File: src/rtl/tx_frame_arbiter_pkg.sv
// Shared constants and types for the TX frame arbiter.
package tx_frame_arbiter_pkg;

  localparam logic [1:0] SRC_ALU = 2'd0;
  localparam logic [1:0] SRC_RD  = 2'd1;
  localparam logic [1:0] SRC_ERR = 2'd2;

  localparam logic [7:0] ERR_HDR_DEF = 8'hEE;

  localparam int unsigned FRAME_LEN_ALU = 2;
  localparam int unsigned FRAME_LEN_RD  = 1;
  localparam int unsigned FRAME_LEN_ERR = 2;

  typedef enum logic {
    IDLE = 1'b0,
    SEND = 1'b1
  } state_e;

  // Index of the final byte of a source's frame (all frames are 1 or 2 bytes).
  function automatic logic last_idx(input logic [1:0] src);
    case (src)
      SRC_ALU: last_idx = 1'(FRAME_LEN_ALU - 1);
      SRC_RD:  last_idx = 1'(FRAME_LEN_RD - 1);
      default: last_idx = 1'(FRAME_LEN_ERR - 1);
    endcase
  endfunction

endpackage

File: src/rtl/tx_frame_arbiter_rr_arb3.sv
// Three-requester round-robin grant; the pointer register lives in the parent.
module rr_arb3 (
  input  logic [2:0] req_i,
  input  logic [1:0] ptr_i,
  output logic [2:0] gnt_o,
  output logic [1:0] gnt_idx_o
);

  int unsigned cand;

  // Scan requesters starting at the pointer, first hit wins.
  always_comb begin
    gnt_o     = '0;
    gnt_idx_o = '0;
    cand      = 0;
    for (int unsigned k = 0; k < 3; k++) begin
      cand = (int'(ptr_i) + k) % 3;
      if (req_i[cand] && (gnt_o == '0)) begin
        gnt_o[cand] = 1'b1;
        gnt_idx_o   = 2'(cand);
      end
    end
  end

endmodule

File: src/rtl/tx_frame_arbiter.sv
// Serialises ALU / register-read / error frames into the TX FIFO write port.
module tx_frame_arbiter
  import tx_frame_arbiter_pkg::*;
#(
  parameter int unsigned     DSIZE    = 8,
  parameter int unsigned     OUT_SIZE = 2 * DSIZE,
  parameter logic [DSIZE-1:0] ERR_HDR = ERR_HDR_DEF
) (
  input  logic                CLK,
  input  logic                RST,
  input  logic [OUT_SIZE-1:0] ALU_OUT,
  input  logic                OUT_VALID,
  input  logic [DSIZE-1:0]    RD_DATA,
  input  logic                RD_VLD,
  input  logic [DSIZE-1:0]    ERR_CODE,
  input  logic                ERR_VLD,
  input  logic                FIFO_FULL,
  output logic [DSIZE-1:0]    FIFO_WR_DATA,
  output logic                FIFO_W_INC,
  output logic                BUSY,
  output logic                OVF
);

  state_e              state_q, state_d;
  logic [2:0]          pend_q, pend_d;
  logic [OUT_SIZE-1:0] alu_buf_q, alu_buf_d;
  logic [DSIZE-1:0]    rd_buf_q, rd_buf_d;
  logic [DSIZE-1:0]    err_buf_q, err_buf_d;
  logic [1:0]          grant_q, grant_d;
  logic [1:0]          rr_q, rr_d;
  logic                idx_q, idx_d;
  logic                ovf_q, ovf_d;

  logic [2:0]          arb_gnt;
  logic [1:0]          arb_idx;
  logic                wr;
  logic                last_byte;
  logic [2:0]          fin;
  logic [2:0]          vld;
  logic [2:0]          accept;
  logic [DSIZE-1:0]    byte_sel;

  rr_arb3 u_arb (
    .req_i     (pend_q),
    .ptr_i     (rr_q),
    .gnt_o     (arb_gnt),
    .gnt_idx_o (arb_idx)
  );

  // Write strobe, final-byte detection and output byte selection.
  always_comb begin
    wr        = (state_q == SEND) && !FIFO_FULL;
    last_byte = (idx_q == last_idx(grant_q));
    fin       = (wr && last_byte) ? (3'b001 << grant_q) : 3'b000;
    case (grant_q)
      SRC_ALU: byte_sel = idx_q ? alu_buf_q[2*DSIZE-1:DSIZE] : alu_buf_q[DSIZE-1:0];
      SRC_RD:  byte_sel = rd_buf_q;
      SRC_ERR: byte_sel = idx_q ? err_buf_q : ERR_HDR;
      default: byte_sel = '0;
    endcase
  end

  // Capture: a pulse is taken if the source is idle or finishing its last byte now.
  always_comb begin
    vld       = {ERR_VLD, RD_VLD, OUT_VALID};
    accept    = vld & (~pend_q | fin);
    pend_d    = (pend_q & ~fin) | accept;
    ovf_d     = |(vld & ~accept);
    alu_buf_d = accept[SRC_ALU] ? ALU_OUT  : alu_buf_q;
    rd_buf_d  = accept[SRC_RD]  ? RD_DATA  : rd_buf_q;
    err_buf_d = accept[SRC_ERR] ? ERR_CODE : err_buf_q;
  end

  // Arbitration and byte sequencing.
  always_comb begin
    state_d = state_q;
    grant_d = grant_q;
    rr_d    = rr_q;
    idx_d   = idx_q;
    case (state_q)
      IDLE: begin
        if (|arb_gnt) begin
          grant_d = arb_idx;
          idx_d   = 1'b0;
          state_d = SEND;
        end
      end
      SEND: begin
        if (wr) begin
          if (last_byte) begin
            state_d = IDLE;
            rr_d    = (grant_q == SRC_ERR) ? SRC_ALU : grant_q + 2'd1;
          end else begin
            idx_d = 1'b1;
          end
        end
      end
      default: state_d = IDLE;
    endcase
  end

  // State registers.
  always_ff @(posedge CLK or negedge RST) begin
    if (!RST) begin
      state_q   <= IDLE;
      pend_q    <= '0;
      alu_buf_q <= '0;
      rd_buf_q  <= '0;
      err_buf_q <= '0;
      grant_q   <= SRC_ALU;
      rr_q      <= SRC_ALU;
      idx_q     <= 1'b0;
      ovf_q     <= 1'b0;
    end else begin
      state_q   <= state_d;
      pend_q    <= pend_d;
      alu_buf_q <= alu_buf_d;
      rd_buf_q  <= rd_buf_d;
      err_buf_q <= err_buf_d;
      grant_q   <= grant_d;
      rr_q      <= rr_d;
      idx_q     <= idx_d;
      ovf_q     <= ovf_d;
    end
  end

  assign FIFO_W_INC   = wr;
  assign FIFO_WR_DATA = (state_q == SEND) ? byte_sel : '0;
  assign BUSY         = (state_q == SEND) || (|pend_q);
  assign OVF          = ovf_q;

endmodule

File: config.mk
export PLATFORM = sky130hd
export DESIGN_NAME = tx_frame_arbiter
export DESIGN_NICKNAME = d
export VERILOG_FILES = /design/src/rtl/tx_frame_arbiter_pkg.sv /design/src/rtl/tx_frame_arbiter_rr_arb3.sv /design/src/rtl/tx_frame_arbiter.sv
export SDC_FILE = /design/constraint.sdc
export NUM_CORES = 1
export LEC_CHECK = 0
export BUFFER_PORTS_ARGS = -buffer_cell sky130_fd_sc_hd__buf_2
export CAP_MARGIN = 25
export CORE_ASPECT_RATIO = 1.4
export CORE_MARGIN = 2
export CORE_UTILIZATION = 58
export CTS_CLUSTER_SIZE = 10
export DETAILED_ROUTE_END_ITERATION = 8
export HOLD_SLACK_MARGIN = 0.15
export PLACE_DENSITY = 0.89
export SLEW_MARGIN = 20
export SYNTH_ARGS = -nofsm -noshare
export SYNTH_HDL_FRONTEND = slang
export SYNTH_SLANG_ARGS = --single-unit
File: constraint.sdc
create_clock -name CLK -period 3.15 [get_ports CLK]
set_input_delay 0.315 -clock CLK [delete_from_list [all_inputs] [get_ports CLK]]
set_output_delay 0.315 -clock CLK [all_outputs]
set_load 0.02 [all_outputs]
==> reports/results.ini, run 1 <==
[critical_path]
cp_slowest_stage_delay_ns=0.55
worstPathMaxFanout=8
critPathLaunchType=flop
slowest_stage=dfrtp_1
arrival_ns=2.00
path_buf_inv=2
path_class=reg2out
cp_cell_sequence=inv_1 > nor2_1 > o21ai_0 > a31oi_1 > buf_2
worstPathRequired_ns=2.83
endpoint_kind=output pin
critPathTopFamily=flip-flops

[pwr]
switching_share=0.407
p_int_uw=1690
switchingPower_uw=1160
p_leak_uw=0.00127
pwr-share-clk=0.146
vdd_drop_max_mv=0.739
seq_power_share=0.347
power.density_nw_per_um2=1080
power.total_uw=2860
p_comb_frac=0.507

[floorplan]
die_h_um=77.7
coreArea_um2=3680
io_pins=49
dieArea_um2=4400
die_w_um=56.6
initial_core_util=0.611
row_count=26

[global_route]
grt_overflow=0
grt_pass1_wl_um=8570
track_usage=0.260
antenna_found_initial=0
grt_pass1_vias=1759
grt_max_degree=43

[sta]
tightest_slew_ns=0.538
fin_crit_ns=2.31
clock_skew_ns=0.00645
fmax_mhz=432
setup_tns_ns=0
timing.final.crit_share=0.735
hold_ws_ns=0.219
finalMaxSlewViolations=0
setup_viol=0
max-slew-margin-rel=0.638
hold_violations=0
rsz0062_at_grt=false

[clock_network]
cts_root_buf=clkbuf_8
clk_path_buf_depth=2
clkSinkCount=42
cts_made_buffers=5
clk_pin_slew_ns=0.08
holdBufCountCts=0
postCtsSetupRepairBufs=0
cts_tree=yes
h-tree-depth=2
clock_latency_ns=0.30
cts_resized=0

[finish]
final_common_cell=buf_2
layout-drive-gt1-share=0.404
num_antenna_cells=0
final_cells=297
final_cell_mix=48 x buf_2, 42 x dfrtp_1, 28 x mux2_2, 26 x nand2_1, 13 x o21ai_0
area.growth.synth_to_final_pct=17.9
finalNetCount=296
n_fill_cell=255
fin_util=0.721

[drt]
routed_wl_um=5190
vias=1756
ant_nets=0
drcViolationCount=0
routed_via_density=5.91
detail_route.first_pass.iterations=4
drt_iter0_markers=77
routedWlPerCell_um=17.5

[run_status]
outcome=completed

[logic_synthesis]
synth_seq_cells=42
yosys_warnings=0
synth_cells=203
ys_seq_area_frac=0.468
synth_nets=245
syn_avg_cell_area_um2=11.1
netlist_area_um2=2250
yosysUniqueCellTypes=41

[job]
max_cap_violations=0

[place]
gp_congestion=0.842
io_buffers=48
dp.cells=287
dpl.hpwl_um=3610

[min_path]
hold_path.class=in2reg

power groups by stage:
stage / combinational (µW) / sequential, µW / clock, µW
after floorplan: 1120 / 920 / 0
after global placement: 1370 / 976 / 0
after detailed placement: 1410 / 989 / 0
after CTS: 1440 / 985 / 422
after global routing: 1600 / 1020 / 444
final: 1450 / 992 / 416
layer usage:
metal / share of wire / GRT usage / vias up
met1: 0.38 / 0.296 / 850
met4: 0.036 / 0.131 / 0
met3: 0.049 / 0.0517 / 13
met2: 0.54 / 0.456 / 63
li1: - / - / 830
met5: 0 / 0 / -
cells in the mapped netlist, drive strengths merged:
cell / number / area (µm²)
nand2b: 3 / 18.8
xnor2: 1 / 8.76
a311oi: 1 / 8.76
nor2b: 3 / 18.8
o22ai: 1 / 6.26
mux2: 38 / 465
o221ai: 2 / 17.5
inv: 11 / 41.3
or2: 1 / 6.26
or4: 1 / 7.51
o21a: 1 / 7.51
o41a: 1 / 11.3
o211ai: 1 / 7.51
clkbuf: 4 / 16.3
o32a: 2 / 20.0
o41ai: 2 / 36.3
dfrtp: 42 / 1050
nor4: 1 / 6.26
a21oi: 8 / 40.0
nor2: 8 / 30.0
or3: 1 / 6.26
buf: 4 / 28.8
a21boi: 1 / 7.51
o21ai: 14 / 73.8
mux2i: 3 / 30.0
a31oi: 8 / 50.1
o31ai: 1 / 7.51
nand3: 3 / 15.0
nand2: 27 / 109
or3b: 2 / 17.5
ha: 4 / 50.1
a211oi: 2 / 15.0
nand4bb: 1 / 11.3
cell type report:
type / instances / area (µm²) / area share
clock buffer: 6 / 72.6 / 0.0274
tap: 42 / 52.6 / 0.0198
multi-input combinational: 142 / 1110 / 0.419
inverter: 11 / 41.3 / 0.0156
timing repair buffer: 52 / 285 / 0.108
sequential: 42 / 1050 / 0.397
clock inverter: 2 / 37.5 / 0.0142
worst register-to-register path, cell delays in order, from the launching register on:
cell      delay (ns)
dfrtp_1         0.42
inv_1           0.09
ha_1            0.37
nand2_1         0.16
a211oi_1        0.27
nor4_1          0.12
or3_1           0.41
o32a_1          0.34
cell families after synthesis:
family | after synthesis | share of synthesized area
AO/OA/AOI/OAI | 45 | 0.138
XOR/XNOR | 1 | 0.00390
adder cells (fa/ha/maj) | 4 | 0.0223
buffers and inverters | 19 | 0.0384
flip-flops | 42 | 0.468
multiplexers | 41 | 0.220
AND/OR/NAND/NOR | 51 | 0.110
sequential cells by signal, indices dropped and copies added (netlist names):
signal / cells
rr_q: 2
pend_q: 3
alu_buf_q: 16
state_q: 1
OVF: 1
grant_q: 2
idx_q: 1
rd_buf_q: 8
err_buf_q: 8
through the flow:
stage	worst slack, ns	instance area [µm²]
2_1_floorplan	1.09	2250
3_3_place_gp	0.979	2510
3_5_place_dp	0.924	2510
4_1_cts	0.862	2620
5_1_grt	0.625	2650
6_report	0.835	2650
worst paths after layout:
path	cells after the start	startpoint	slack (ns)	endpoint
worst max-delay path	5	grant_q[1]	0.84	FIFO_WR_DATA[2]
worst min-delay path	3	RD_VLD	0.22	pend_q[1]
worst max register to register	7	rr_q[0]	0.85	state_q
worst min register to register	1	err_buf_q[3]	0.51	err_buf_q[3]
max in group asynchronous	3	RST	2.25	grant_q[1]
min in group asynchronous	2	RST	0.44	alu_buf_q[12]
Power figures use the tool's default switching activity.
==> run 2, diff against run 1 <==
Settings changed: CORE_UTILIZATION 58 to 49, PLACE_DENSITY 0.89 to 0.81.
Clock period 3.15 ns to 1.9 ns, I/O delays scaled along.
==> run 2 against run 1 <==
Register-to-register slack got worse by 0.79 ns. Hold slack got worse by 0.056 ns. First-iteration DRC count rose by 5.2%. Worst setup slack got worse by 0.83 ns.
==> reports/results.ini, run 2 (synthesized netlist as in run 1, its figures left out) <==
[sta]
max-slew-margin-rel=0.646  ; +0.00777
hold_ws_ns=0.164  ; -0.0555 ns
fin_crit_ns=1.89
hold_violations=0  ; unchanged
fmax_mhz=529
finalMaxSlewViolations=0  ; unchanged
tightest_slew_ns=0.531  ; -0.00669 ns
setup_viol=0  ; unchanged
timing.final.crit_share=0.995
clock_skew_ns=0.00332  ; -0.00313 ns
setup_tns_ns=0  ; unchanged

[drt]
detail_route.first_pass.iterations=4  ; unchanged
routedWlPerCell_um=17.5  ; about the same
routed_via_density=5.49  ; -7.2%
routed_wl_um=6400  ; +23%
drcViolationCount=0  ; unchanged
vias=2008  ; +14%
ant_nets=0  ; unchanged
drt_iter0_markers=81  ; +5.2%

[floorplan]
row_count=29  ; +12%
io_pins=49  ; unchanged
initial_core_util=0.504  ; -0.108
die_w_um=61.2  ; +8.2%
dieArea_um2=5150  ; +17%
die_h_um=84.1  ; +8.3%
coreArea_um2=4460  ; +21%

[finish]
largest_reg_flops=16  ; unchanged
final_area_um2=3150  ; +19%
num_antenna_cells=0  ; unchanged
area.growth.synth_to_final_pct=40.3
final_cell_mix=46 x buf_2, 39 x dfrtp_1, 33 x dlygate4sd3_1, 28 x mux2_2, 26 x nand2_1
final_common_cell=buf_2
finalNetCount=346  ; +17%
max_flop_register=alu_buf_q
reg_top3=alu_buf_q: 16 flops, err_buf_q: 8 flops, rd_buf_q: 8 flops
layout-drive-gt1-share=0.434  ; +0.0303

[place]
io_buffers=48  ; unchanged
place_area_um2=2640  ; +5.3%
dpl.hpwl_um=3710  ; +2.8%
gp_congestion=0.893  ; +6.1%

[clock_network]
cts_made_buffers=5  ; unchanged
clkSinkCount=42  ; unchanged
clk_pin_slew_ns=0.08  ; about the same
clock_latency_ns=0.29  ; about the same
cts_tree=yes
h-tree-depth=2  ; unchanged
cts_root_buf=clkbuf_8
clk_path_buf_depth=2  ; unchanged

[global_route]
antenna_found_initial=0  ; unchanged
grt_max_degree=43  ; unchanged
grt_overflow=0  ; unchanged
track_usage=0.266  ; +0.00582
grt_pass1_wl_um=10000  ; +17%
grt_pass1_vias=2204  ; +25%

[min_path]
hold_path.class=in2reg

[critical_path]
startpoint=idx_q
worstPathMaxFanout=8  ; unchanged
ff2ff_path_depth=5  ; -2
r2r_end=grant_q[0]
endpoint_kind=output pin
path_class=reg2out
worstPathRequired_ns=1.71  ; -1.12 ns
arrival_ns=1.70  ; -0.30 ns
r2r_slack_ns=0.06  ; -0.79 ns
crit_end=FIFO_WR_DATA[5]
critPathLaunchType=flop
reg2reg_from=rr_q[1]

[pwr]
power.total_uw=5160  ; +81%
vdd_drop_max_mv=1.16  ; +58%
p_leak_uw=0.00147  ; +16%
power.density_nw_per_um2=1640  ; +52%

[job]
max_cap_violations=0  ; unchanged

[run_status]
outcome=completed

run 2: changes by cell type in the layout (fill, tap and decap cells not counted), moves of 2 or more:
| cell | change |
|---|---|
| ha_1 | -2 |
| dfrtp_2 | +3 |
| nor2_1 | -2 |
| inv_1 | -2 |
| dfrtp_1 | -3 |
| inv_2 | +2 |
| buf_2 | -2 |
| ha_4 | +2 |
| dlygate4sd3_1 | +32 |
| buf_4 | +20 |
run 2: final cells by class:
cell class              instances  area (µm²)
repair buffers                102         737
well taps                      62        77.6
fillers                       292        1310
inverters                      11        41.3
flip-flops and latches         42        1050
multi-input cells             142        1160
clock buffers                   7        76.3
run 2: how the worst min path moves through the flow:
stage	from	end	slack (ns)	depth (start not counted)
after floorplan	RST	OVF	-0.11	0
after global placement	RST	alu_buf_q[14]	0.28	2
final	OUT_VALID	pend_q[0]	0.16	3
after global routing	RD_DATA[4]	rd_buf_q[4]	0.16	2
after detailed placement	RST	alu_buf_q[14]	0.29	2
after CTS	ERR_VLD	pend_q[2]	0.16	2
run 2: timing repair:
item / 4_1_cts / 5_1_grt
endpoints found under the setup margin: 9 / 20
hold endpoints to repair: 74 / 0
pin swaps: 0 / 5
buffers inserted: 0 / 6
gates resized for setup: 5 / 12
hold buffers: 33 / 0
run 2: metal layers:
metal | routed length [µm] | vias to the layer above | track usage
met5 | 0 | - | 0
met4 | 279 | 0 | 0.156
met1 | 2230 | 967 | 0.282
met3 | 293 | 25 | 0.0493
met2 | 3600 | 88 | 0.465
li1 | - | 928 | -
run 2: report_power, final:
part	leakage [µW]	internal (µW)	total [µW]	switching [µW]
sequential	0.000489	1320	1640	320
combinational	0.000943	1460	2970	1510
clock	0.0000383	254	546	292
total	0.00147	3030	5160	2120
run 2: critical path, cell delays in order (launching register included):
cell and delay [ns]:
dfrtp_1 0.38, buf_6 0.15, buf_4 0.15, mux2_2 0.34, nand2_1 0.10, a31oi_2 0.11
buf_4 0.19
run 2: per-stage QoR:
stage                     instances  setup slack, ns  utilization
final                           366          0.00931        0.706
after floorplan                 203           0.0145            -
after global placement          320           0.0208        0.592
after CTS                       360         0.000105        0.686
after detailed placement        320          -0.0404        0.592
after global routing            366          -0.0514        0.706
